`src/rtl/axis_i2s_tx.sv`:
```
// I2S master transmitter fed from an AXI4-Stream slave: 256 aclk per frame, 32 sclk per channel, one 64-bit stereo word per frame.
// Build option AXIS_I2S_TX_HOLD_LAST_EN: on underrun repeat the last loaded word instead of sending silence.
module axis_i2s_tx (
    input  logic        aclk,
    input  logic        resetn,
    input  logic [63:0] s_axis_tdata,
    input  logic        s_axis_tvalid,
    output logic        s_axis_tready,
    input  logic        s_axis_tlast,
    output logic        mclk,
    output logic        sclk,
    output logic        lrck,
    output logic        sdout,
    output logic        underrun
);

    logic [7:0]  cnt_q, cnt_d;
    logic [63:0] hold_data_q, hold_data_d;
    logic        hold_valid_q, hold_valid_d;
    logic [63:0] sr_q, sr_d;
    logic        sdout_q, sdout_d;
    logic        underrun_q, underrun_d;
    logic [63:0] fill_word;
    logic        handshake;
    logic        frame_load;
    logic        sclk_fall;
    logic        unused_tlast;

`ifdef AXIS_I2S_TX_HOLD_LAST_EN
    logic [63:0] last_word_q, last_word_d;
    assign fill_word = last_word_q;
`else
    assign fill_word = 64'd0;
`endif

    assign unused_tlast  = s_axis_tlast;
    assign s_axis_tready = resetn & ~hold_valid_q;
    assign handshake     = s_axis_tvalid & s_axis_tready;
    assign frame_load    = (cnt_q == 8'hFF);
    assign sclk_fall     = (cnt_q[1:0] == 2'b11);

    assign mclk     = aclk;
    assign sclk     = cnt_q[1];
    assign lrck     = cnt_q[7];
    assign sdout    = sdout_q;
    assign underrun = underrun_q;

    always_comb begin
        cnt_d        = cnt_q + 8'd1;
        hold_data_d  = hold_data_q;
        hold_valid_d = hold_valid_q;
        sr_d         = sr_q;
        sdout_d      = sdout_q;
        underrun_d   = 1'b0;
`ifdef AXIS_I2S_TX_HOLD_LAST_EN
        last_word_d  = last_word_q;
`endif
        // A handshake can only land while the holding register is empty, so it never collides with a load that empties it.
        if (handshake) begin
            hold_data_d  = s_axis_tdata;
            hold_valid_d = 1'b1;
        end
        if (sclk_fall) begin
            sdout_d = sr_q[63];
            sr_d    = {sr_q[62:0], 1'b0};
        end
        if (frame_load) begin
            if (hold_valid_q) begin
                sr_d         = hold_data_q;
                hold_valid_d = 1'b0;
`ifdef AXIS_I2S_TX_HOLD_LAST_EN
                last_word_d  = hold_data_q;
`endif
            end else begin
                sr_d       = fill_word;
                underrun_d = 1'b1;
            end
        end
    end

    always_ff @(posedge aclk or negedge resetn) begin
        if (!resetn) begin
            cnt_q        <= 8'd0;
            hold_data_q  <= 64'd0;
            hold_valid_q <= 1'b0;
            sr_q         <= 64'd0;
            sdout_q      <= 1'b0;
            underrun_q   <= 1'b0;
        end else begin
            cnt_q        <= cnt_d;
            hold_data_q  <= hold_data_d;
            hold_valid_q <= hold_valid_d;
            sr_q         <= sr_d;
            sdout_q      <= sdout_d;
            underrun_q   <= underrun_d;
        end
    end

`ifdef AXIS_I2S_TX_HOLD_LAST_EN
    always_ff @(posedge aclk or negedge resetn) begin
        if (!resetn) begin
            last_word_q <= 64'd0;
        end else begin
            last_word_q <= last_word_d;
        end
    end
`endif

endmodule
```
`config.mk`:
```
export PLATFORM = sky130hd
export DESIGN_NAME = axis_i2s_tx
export DESIGN_NICKNAME = d
export VERILOG_FILES = /design/src/rtl/axis_i2s_tx.sv
export SDC_FILE = /design/constraint.sdc
export NUM_CORES = 1
export LEC_CHECK = 0
export ABC_AREA = 1
export BUFFER_PORTS_ARGS = -buffer_cell sky130_fd_sc_hd__buf_2
export CAP_MARGIN = 30
export CELL_PAD_IN_SITES_DETAIL_PLACEMENT = 1
export CELL_PAD_IN_SITES_GLOBAL_PLACEMENT = 2
export CORE_ASPECT_RATIO = 1.4
export CORE_MARGIN = 10
export CORE_UTILIZATION = 35
export CTS_BUF_LIST = sky130_fd_sc_hd__clkbuf_8
export CTS_CLUSTER_DIAMETER = 120
export DETAILED_ROUTE_END_ITERATION = 10
export HOLD_SLACK_MARGIN = 0.1
export PLACE_DENSITY_LB_ADDON = 0.1
export SYNTH_ARGS = -nofsm -noshare
export SYNTH_HDL_FRONTEND = slang
export SYNTH_SLANG_ARGS = --single-unit
```
`constraint.sdc`:
```
create_clock -name aclk -period 1.7 [get_ports aclk]
set_input_delay 0.17 -clock aclk [delete_from_list [all_inputs] [get_ports aclk]]
set_output_delay 0.17 -clock aclk [all_outputs]
set_load 0.01 [all_outputs]
```
==> results of run 1 <==
==> cells in the final DEF, fill, tap and decap left out <==
master / netlist / routed
clkinvlp_4: 0 / 1
buf_6: 4 / 3
dfrtp_1: 139 / 138
nand2_1: 394 / 393
xnor2_1: 1 / 1
buf_2: 10 / 71
dfrtp_2: 0 / 1
buf_4: 7 / 10
xor2_1: 3 / 3
nand3_1: 194 / 194
clkbuf_8: 0 / 23
buf_12: 0 / 9
o21ai_0: 1 / 1
dlygate4sd3_1: 0 / 65
bufinv_16: 0 / 2
nand2_2: 1 / 2
nor2_1: 3 / 1
nor2_4: 1 / 3
bufbuf_16: 0 / 1
clkinv_4: 0 / 1
o22ai_1: 1 / 1
inv_1: 71 / 74
ha_2: 0 / 1
clkinv_2: 0 / 3
inv_2: 1 / 1
nor3_1: 1 / 1
==> power groups by stage <==
stage | logic [mW] | clock network [mW] | registers [mW]
3_5_place_dp | 0.261 | 0.0355 | 3.46
6_report | 0.370 | 2.84 | 3.39
2_1_floorplan | 0.0862 | 0.0485 | 3.45
3_3_place_gp | 0.254 | 0.0355 | 3.46
5_1_grt | 0.426 | 3.10 | 3.40
4_1_cts | 0.376 | 2.97 | 3.39
==> tightest hold or removal path, cell delays in order <==
cell	delay, ns
buf_2	0.15
buf_4	0.21
nand3_1	0.09
nand2_1	0.05
==> sequential cells by signal, indices dropped and copies added, names as in the netlist <==
name / count
cnt_q: 8
hold_data_q: 64
hold_valid_q: 1
sdout: 1
sr_q: 64
underrun: 1
==> worst max path at each step <==
stage | start | endpoint | slack (ns) | cells past startpoint
after global placement | cnt_q[0] | sr_q[25] | 0.20 | 7
after detailed placement | cnt_q[1] | sr_q[7] | 0.14 | 7
after global routing | cnt_q[1] | sr_q[8] | 0.04 | 6
final | hold_valid_q | s_axis_tready | 0.11 | 3
after floorplan | cnt_q[1] | sr_q[13] | 0.14 | 9
after CTS | hold_valid_q | hold_data_q[35] | 0.04 | 7
==> cell families (layout without fill, tap and decap cells) <==
kind of cell	Yosys count	after routing	share of synthesized area
XOR/XNOR	4	4	0.00531
adder cells (fa/ha/maj)	1	1	0.00190
AND/OR/NAND/NOR	594	594	0.377
AO/OA/AOI/OAI	2	2	0.00171
buffers and inverters	135	264	0.0873
flip-flops	139	139	0.527
==> routing by layer <==
metal,GRT usage,wire [um],up-vias
li1,-,-,2945
met1,0.199,8640,2913
met2,0.288,9790,77
met3,0.0322,491,12
met4,0.0457,167,0
met5,0,0,-
==> final cells by class <==
| class | instances | area share |
|---|---|---|
| clock buffer | 24 | 0.0384 |
| clock inverter | 10 | 0.0123 |
| inverter | 72 | 0.0323 |
| multi-input combinational | 601 | 0.306 |
| sequential | 139 | 0.416 |
| tap | 244 | 0.0365 |
| timing repair buffer | 158 | 0.158 |
==> timing repair <==
item | in CTS | in global routing
setup endpoints to repair | 1 | 14
gates resized for setup | 3 | 2
hold buffers | 65 | 0
endpoints found under the hold margin | 203 | 0
pin swaps | 1 | 0
cloned | 1 | 0
setup buffers | 3 | 0
==> results by group, run 1 <==
Layout
  – Layout cells sized above 1: 0.131
  – FILL cells: 2300
  – Area delta synth->final: 26.8%
  – Post-route design area: 8360 um2
  – Seq. cell area: 3480 um2
  – Finished Layout Cells: 1248
  – Multi-input gate area in the final layout: 2560 um2
  – Ant diodes: 0
  – Fin nets: 1062
  – Util after Layout: 0.451

Synth
  – Most common cell in the netlist: nand2_1
  – Mapped Cells: 875
  – Asr flop ratio synth: 1.00
  – Number of synthesized flops with an enable pin: 0
  – Most common library cells after synthesis: nand2_1 (394), nand3_1 (194), dfrtp_1 (139), inv_1 (71), clkbuf_1 (29)
  – Post-synth top area share: 0.527
  – Synth Area per Inst: 7.54 um2
  – Register area share after synthesis: 0.527
  – Mapped cell area: 6600 um2
  – Leading area contributor after synthesis: dfrtp_1
  – Synthesis-stage register bit count: 139
  – Post-synth top flop: dfrtp_1
  – Dominant cells by area after synthesis: dfrtp_1 (53%), nand2_1 (22%), nand3_1 (15%)
  – Post-synth net total: 944
  – Synth Warn #: 0
  – Distinct cells, synth: 19

Critical path
  – CP bufs+invs: 2
  – Startpoint Class: flip-flop
  – Largest delay share family, worst path: flip-flops
  – Reg2reg end: hold_data_q[35]
  – Slowest stage delay, CP: 0.45 ns
  – Critical Path AT: 1.42 ns
  – CP Capture Type: output pin
  – Critical-path top delay cell: dfrtp_2
  – Worst setup path category: reg2out
  – Critical-path cell list: nor2_4, buf_12, buf_2
  – Worst flop-to-flop path startpoint: hold_valid_q
  – Worst Path Required: 1.53 ns
  – Register-to-Register Path Depth: 7
  – Worst-path fanout max: 2
  – R2r setup slk: 0.14 ns

GRT
  – Initial antenna violation count: 0
  – Total grt overflow: 0
  – Largest net degree at the start of global routing: 140
  – Vias in the first global route: 6610
  – Total GRT Usage: 0.164
  – First-pass GRT wire length: 33.3 mm

Hold path
  – Hold Path Class: in2reg
  – Hold depth: 4
  – Hold Path Sink: hold_data_q[14]
  – Worst Hold Launch: s_axis_tvalid

STA
  – Relative slew slack: 0.387
  – Fmax: 631 MHz
  – Final setup violation count: 0
  – Hold_ws: 0.178 ns
  – Final clock skew: 0.0104 ns
  – RSZ-0062 raised after global routing: false
  – Slew Limit Fails: 0
  – Setup TNS: 0 ns
  – Worst-Margin Slew: 0.919 ns
  – Final worst slack: 0.115 ns
  – Tmin final: 1.59 ns
  – Final hold viol count: 0
  – Period utilization: 0.932

Power and ir drop
  – Clk network pwr share: 0.430
  – NetSw: 1.50 mW
  – Power, Total: 6.60 mW
  – Reg power frac: 0.514
  – Internal power: 5.11 mW
  – Part of the power in combinational logic: 0.056
  – Sw Ratio: 0.227
  – Peak supply drop: 0.448 mV
  – Static Leakage: 4.59 nW
  – Pwr/cell area: 789 nW/um2

Placement
  – Placer Congestion: 0.712
  – Pre-CTS setup slack: 0.143 ns
  – HPWL Detailed: 11.0 mm
  – Placed inst area: 7220 um2
  – Port buffer count: 72
  – Placed insts: 1146

Detailed routing
  – Drt drc: 0
  – DRT Pass-1 Iters: 4
  – Routed Antenna Nets: 0
  – Via count: 5947
  – WL final: 19.1 mm
  – Via density: 4.77
  – Routed length per instance: 15.3 um
  – Initial DRC count: 306

CTS
  – CTS tree: yes
  – Clock latency on the worst-skew pair: 0.54 ns
  – Clk slew on worst S/H paths: 0.08 ns

Status
  – Status: completed

Die
  – CORE AREA: 18500 um2
  – Cell Rows: 59
  – Die X: 136 um
  – # IOs: 74
  – Initial core utilization: 0.356
  – Die ar.: 24800 um2
  – Die Span Y: 182 um

Job
  – Max cap viols: 0
(Power assumes the default switching activity.)
==> inputs of run 2 (changes only) <==
CORE_UTILIZATION = 32   (was 35)
clock period = 1.25 ns   (was 1.7 ns; I/O delays follow)
==> run 2 against run 1 <==
  * The run now ends with negative setup slack left
  * Sequential share of layout area decreased by 7.3 points
  * Critical path type unchanged
  * Utilization rose by 4.6 points
  * Largest power group unchanged
  * Non-clock buffer count is 58 higher
  * Critical path depth unchanged
  * Clock skew is 0.0032 ns higher
==> results by group, run 2 (synthesis results as in run 1) <==
STA
  – Final worst slack: -0.245 ns (-0.360 ns)
  – Fmax: 669 MHz
  – Final setup violation count: 136 (+136)
  – Final clock skew: 0.0135 ns (+0.00316 ns)
  – Relative slew slack: 0.555 (+0.168)
  – RSZ-0062 raised after global routing: true
  – Worst-Margin Slew: 0.667 ns (-0.252 ns)
  – Setup TNS: -22.98 ns (-22.98 ns)
  – Hold_ws: 0.206 ns (+0.0280 ns)
  – Tmin final: 1.49 ns
  – Final hold viol count: 0 (unchanged)
  – Period utilization: 1.20
  – Slew Limit Fails: 0 (unchanged)

Die
  – CORE AREA: 20400 um2 (+10%)
  – # IOs: 74 (unchanged)
  – Die ar.: 26800 um2 (+8.1%)
  – Initial core utilization: 0.323 (-0.0327)
  – Cell Rows: 62 (+5.1%)
  – Die Span Y: 190 um (+4.1%)
  – Die X: 141 um (+3.9%)

Critical path
  – Critical Path AT: 1.37 ns (-0.05 ns)
  – CP bufs+invs: 3 (+1)
  – Worst flop-to-flop path startpoint: cnt_q[1]
  – Critical-path cell list: buf_4, buf_6, buf_6
  – CP dominant cell by count: buf_6
  – Worst Path Required: 1.12 ns (-0.41 ns)
  – Worst-path fanout max: 2 (unchanged)
  – CP Capture Type: output pin
  – Critical-path top delay cell: dfrtp_1
  – Worst setup path category: reg2out
  – Worst setup startpoint: cnt_q[1]
  – Slowest stage delay, CP: 0.42 ns (-0.03 ns)
  – Startpoint Class: flip-flop
  – Largest delay share family, worst path: flip-flops

Detailed routing
  – Routed length per instance: 18.2 um (+19%)
  – Routed Antenna Nets: 0 (unchanged)
  – Initial DRC count: 273 (-11%)
  – Via count: 6421 (+8.0%)
  – DRT Pass-1 Iters: 4 (unchanged)
  – Via density: 4.87 (+2.2%)
  – WL final: 24.0 mm (+26%)
  – Drt drc: 0 (unchanged)

Layout
  – Seq. cell area: 3480 um2 (unchanged)
  – Multi-input gate area in the final layout: 3250 um2 (+27%)
  – FILL cells: 2333 (+1.4%)
  – Layout cells sized above 1: 0.310 (+0.178)
  – Finished Layout Cells: 1319 (+5.7%)
  – Leading registers by flop count: hold_data_q x64, sr_q x64, cnt_q x8
  – Most common cell after layout, fill and taps aside: nand2_1
  – Ant diodes: 0 (unchanged)
  – Area delta synth->final: 53.7%
  – Commonest cells after routing, fill and taps aside: nand2_1 (309), nand3_1 (142), dfrtp_1 (138)
  – Fin nets: 1120 (+5.5%)

Status
  – Status: finished with violations
  – Failing checks: negative setup slack

GRT
  – Total GRT Usage: 0.170 (+0.00559)
  – Total grt overflow: 0 (unchanged)
  – Largest net degree at the start of global routing: 91 (-35%)
  – Initial antenna violation count: 0 (unchanged)
  – Vias in the first global route: 7203 (+9.0%)
  – First-pass GRT wire length: 36.6 mm (+10%)

Placement
  – Pre-CTS setup slack: -0.187 ns (-0.330 ns)
  – Port buffer count: 72 (unchanged)
  – Placer Congestion: 0.744 (+4.4%)
  – Placed insts: 1183 (+3.2%)
  – HPWL Detailed: 12.4 mm (+12%)

Power and ir drop
  – Power, Total: 8.98 mW (+36%)
  – Pwr/cell area: 886 nW/um2 (+12%)
  – Static Leakage: 5.20 nW (+13%)
  – Peak supply drop: 0.615 mV (+37%)

CTS
  – Clk slew on worst S/H paths: 0.08 ns (about the same)
  – CTS tree: yes
  – Clock latency on the worst-skew pair: 0.57 ns (+0.03 ns)

Job
  – Max cap viols: 0 (unchanged)

Hold path
  – Hold Path Class: in2async
[run 2: power by group]
group          internal [mW]  switching, mW  leakage (nW)
registers               4.57         0.0690          1.89
clock network           1.90           1.86         0.222
logic                  0.302          0.271          3.09
total                   6.78           2.20          5.20
[run 2: layer usage]
metal  track usage  routed length [um]  vias to the layer above
met1         0.188                9880                     3195
li1              -                   -                     3078
met2         0.308               12900                      113
met4        0.0701                 486                        0
met3        0.0339                 705                       35
met5             0                   0                        -
[run 2: area by class of cell]
cell class / count / share of cell area
inverters: 72 / 0.0271
repair buffers: 216 / 0.238
flip-flops and latches: 139 / 0.343
clock inverters: 11 / 0.00814
clock buffers: 24 / 0.0317
well taps: 256 / 0.0316
multi-input cells: 601 / 0.321
[run 2: metrics by stage]
stage,cell area (um2),utilization
6_report,10100,0.497
5_1_grt,10100,0.497
4_1_cts,9170,0.449
3_5_place_dp,7540,0.370
3_3_place_gp,7540,0.370
2_1_floorplan,6650,-
[run 2: worst reg2reg max path: stages, from the launching register on]
cell and delay, ns:
dfrtp_1 0.41, ha_4 0.17, nand2_4 0.05, nor2_4 0.16
buf_8 0.19, buf_12 0.15, nand3_2 0.09, nand3_2 0.08
nand2_1 0.05
[run 2: worst paths after layout]
kind	to	depth (start not counted)	slack, ns
hold reg to reg	sr_q[9]	2	0.48
max in group asynchronous	hold_data_q[1]	3	0.47
setup / recovery	sclk	3	-0.24
setup reg to reg	sr_q[21]	8	-0.22
min in group aclk	hold_data_q[33]	7	0.25
hold / removal	hold_data_q[39]	3	0.21
[run 2: timing repair]
| item | CTS | global route |
|---|---|---|
| gates resized for setup | 58 | 155 |
| hold buffers | 66 | 0 |
| buffers inserted | 8 | 8 |
| pin swaps | 26 | 14 |
| setup endpoints to repair | 137 | 140 |
| hold endpoints to repair | 203 | 0 |
| cloned | 8 | 13 |
==> inputs of run 3 (changes only) <==
BUFFER_PORTS_ARGS = unset   (was -buffer_cell sky130_fd_sc_hd__buf_2)
CORE_UTILIZATION = 34   (was 32)
DONT_BUFFER_PORTS = 1   (was unset)
MAX_ROUTING_LAYER = met4   (was unset)
==> run 3 against run 2 <==
  * The run ends with negative hold slack, negative setup slack left
  * First-iteration DRC count rose by 21%
  * Hold slack got worse by 0.83 ns
  * Clock power fell by 3%
  * Non-clock buffer count fell by 96
  * Flip-flop and latch count did not move
  * Highest routed layer unchanged
==> results by group, run 3 (synthesis results as in run 1) <==
Status
  – Status: finished with violations
  – Failing checks: negative hold slack, negative setup slack

Detailed routing
  – Drt drc: 0 (unchanged)
  – Routed Antenna Nets: 0 (unchanged)
  – Routed length per instance: 17.8 um (-2.3%)
  – DRT Pass-1 Iters: 4 (unchanged)
  – WL final: 21.6 mm (-10%)
  – Initial DRC count: 331 (+21%)
  – Via count: 5982 (-6.8%)
  – Via density: 4.93 (+1.2%)

Die
  – Die ar.: 25500 um2 (-5.2%)
  – CORE AREA: 19100 um2 (-6.2%)
  – Initial core utilization: 0.345 (+0.0213)
  – Die X: 138 um (-2.6%)
  – # IOs: 74 (unchanged)
  – Die Span Y: 185 um (-2.7%)
  – Cell Rows: 60 (-3.2%)

GRT
  – Initial antenna violation count: 1 (+1)
  – Total GRT Usage: 0.167 (-0.00292)
  – Vias in the first global route: 6424 (-11%)
  – Total grt overflow: 0 (unchanged)
  – Largest net degree at the start of global routing: 141 (+55%)
  – First-pass GRT wire length: 32.9 mm (-9.9%)

Critical path
  – Worst setup startpoint: cnt_q[0]
  – Worst flop-to-flop path startpoint: cnt_q[0]
  – Worst setup path category: reg2reg
  – CP Capture Type: flip-flop
  – Register-to-Register Path Depth: 9 (+1)
  – Startpoint Class: flip-flop
  – Worst Path Required: 1.63 ns (+0.51 ns)
  – Critical Path AT: 1.86 ns (+0.49 ns)
  – R2r setup slk: -0.24 ns (-0.02 ns)
  – Worst setup path end: sr_q[17]
  – Worst-path fanout max: 7 (+5)
  – Reg2reg end: sr_q[17]

CTS
  – Cts bufs inserted: 17
  – Hold_buf cts: 64 (-3.0%)
  – Root buf cell: clkbuf_8
  – Clock Sinks: 139
  – CTS tree: yes
  – Clk slew on worst S/H paths: 0.08 ns (about the same)
  – Number of H-tree levels: 4
  – Max clock buf depth: 2
  – Clock latency on the worst-skew pair: 0.44 ns (-0.13 ns)

STA
  – Final setup violation count: 111 (-18%)
  – RSZ-0062 raised after global routing: true
  – Tmin final: 1.49 ns (-0.00908 ns)
  – Final worst slack: -0.236 ns (+0.00908 ns)
  – Hold_ws: -0.625 ns (-0.831 ns)
  – Final hold viol count: 203 (+203)
  – Final clock skew: 0.0102 ns (-0.00329 ns)
  – Slew Limit Fails: 0 (unchanged)
  – Worst-Margin Slew: 0.448 ns (-0.219 ns)
  – Fmax: 673 MHz (+0.61%)
  – Period utilization: 1.19 (-0.00726)
  – Relative slew slack: 0.701 (+0.146)

Layout
  – FILL cells: 2215 (-5.1%)
  – Fin nets: 1021 (-8.8%)
  – Post-route design area: 9190 um2 (-9.4%)
  – Most common cell after layout, fill and taps aside: nand2_1
  – Util after Layout: 0.480 (-0.0171)
  – Leading registers by flop count: hold_data_q x64, sr_q x64, cnt_q x8
  – Area delta synth->final: 39.3%
  – Commonest cells after routing, fill and taps aside: nand2_1 (284), nand3_1 (171), dfrtp_1 (138)
  – Layout cells sized above 1: 0.239 (-0.0701)

Power and ir drop
  – Peak supply drop: 0.546 mV (-11%)
  – Pwr/cell area: 938 nW/um2 (+5.9%)
  – Static Leakage: 4.60 nW (-12%)
  – Power, Total: 8.62 mW (-4.0%)

Hold path
  – Hold Path Class: in2async

Placement
  – Port buffer count: 0 (-100%)
  – Pre-CTS setup slack: -0.198 ns (-0.0105 ns)
  – HPWL Detailed: 11.5 mm (-6.7%)
  – Placer Congestion: 0.750 (+0.86%)
  – Placed inst area: 7010 um2 (-7.0%)

Job
  – Max cap viols: 0 (unchanged)
run 3: cell types whose count changed in the layout (fill, tap and decap cells not counted), moves of 5 or more:
cell	change
buf_2	-68
nand3_1	+29
nand3_2	-28
nand2_1	-25
nand2_2	+16
buf_12	-8
nand2_4	+8
buf_6	-7
buf_16	-5
clkbuf_8	-5
inv_1	-5
run 3: area by class of cell:
cell class / instances / area [um2] / share of cell area
Antenna cell: 1 / 2.50 / 0.000272
Clock buffer: 18 / 248 / 0.0270
Clock inverter: 14 / 145 / 0.0158
Inverter: 72 / 270 / 0.0294
Multi-Input combinational cell: 602 / 3200 / 0.348
Sequential cell: 139 / 3480 / 0.379
Tap cell: 248 / 310 / 0.0338
Timing Repair Buffer: 120 / 1530 / 0.167
run 3: power breakdown:
group / total [mW] / internal, mW / switching [mW]
sequential: 4.64 / 4.57 / 0.0692
clock: 3.66 / 1.83 / 1.84
combinational: 0.316 / 0.211 / 0.105
run 3: how the worst min path moves through the flow:
stage | slack (ns) | endpoint
global route | -0.67 | sr_q[61]
CTS | -0.67 | sdout
detailed placement | -0.16 | sr_q[40]
global placement | -0.16 | sr_q[39]
finish | -0.63 | hold_data_q[40]
floorplan | -0.17 | cnt_q[0]
run 3: critical path: stages (launching register included):
cell and delay (ns):
dfrtp_1 0.37, ha_2 0.22, nand2_4 0.06, nor2_4 0.13, buf_6 0.14, nand2_8 0.09, clkbuf_16 0.21, nand2_4 0.07
nand3_2 0.05, nand2_1 0.07
run 3: metrics by stage:
stage / hold slack, ns / TNS, ns / std cells
final: -0.625 / -15.06 / 1214
after floorplan: -0.171 / -10.75 / 875
after CTS: -0.665 / -12.29 / 1195
after detailed placement: -0.163 / -11.82 / 1091
after global placement: -0.165 / -6.37 / 1091
after global routing: -0.672 / -24.16 / 1214
run 3: metal layers:
layer / track usage / wire, um
met1: 0.198 / 9180
met3: 0.0355 / 652
met5: - / 0
met4: 0.0527 / 337
met2: 0.277 / 11400
run 3: timing repair:
| action | 4_1_cts | 5_1_grt |
|---|---|---|
| buffers inserted | 5 | 6 |
| pin swaps | 1 | 14 |
| resized for setup | 24 | 170 |
| setup endpoints to repair | 89 | 123 |
| endpoints found under the hold margin | 204 | 204 |
| cloned | 3 | 13 |
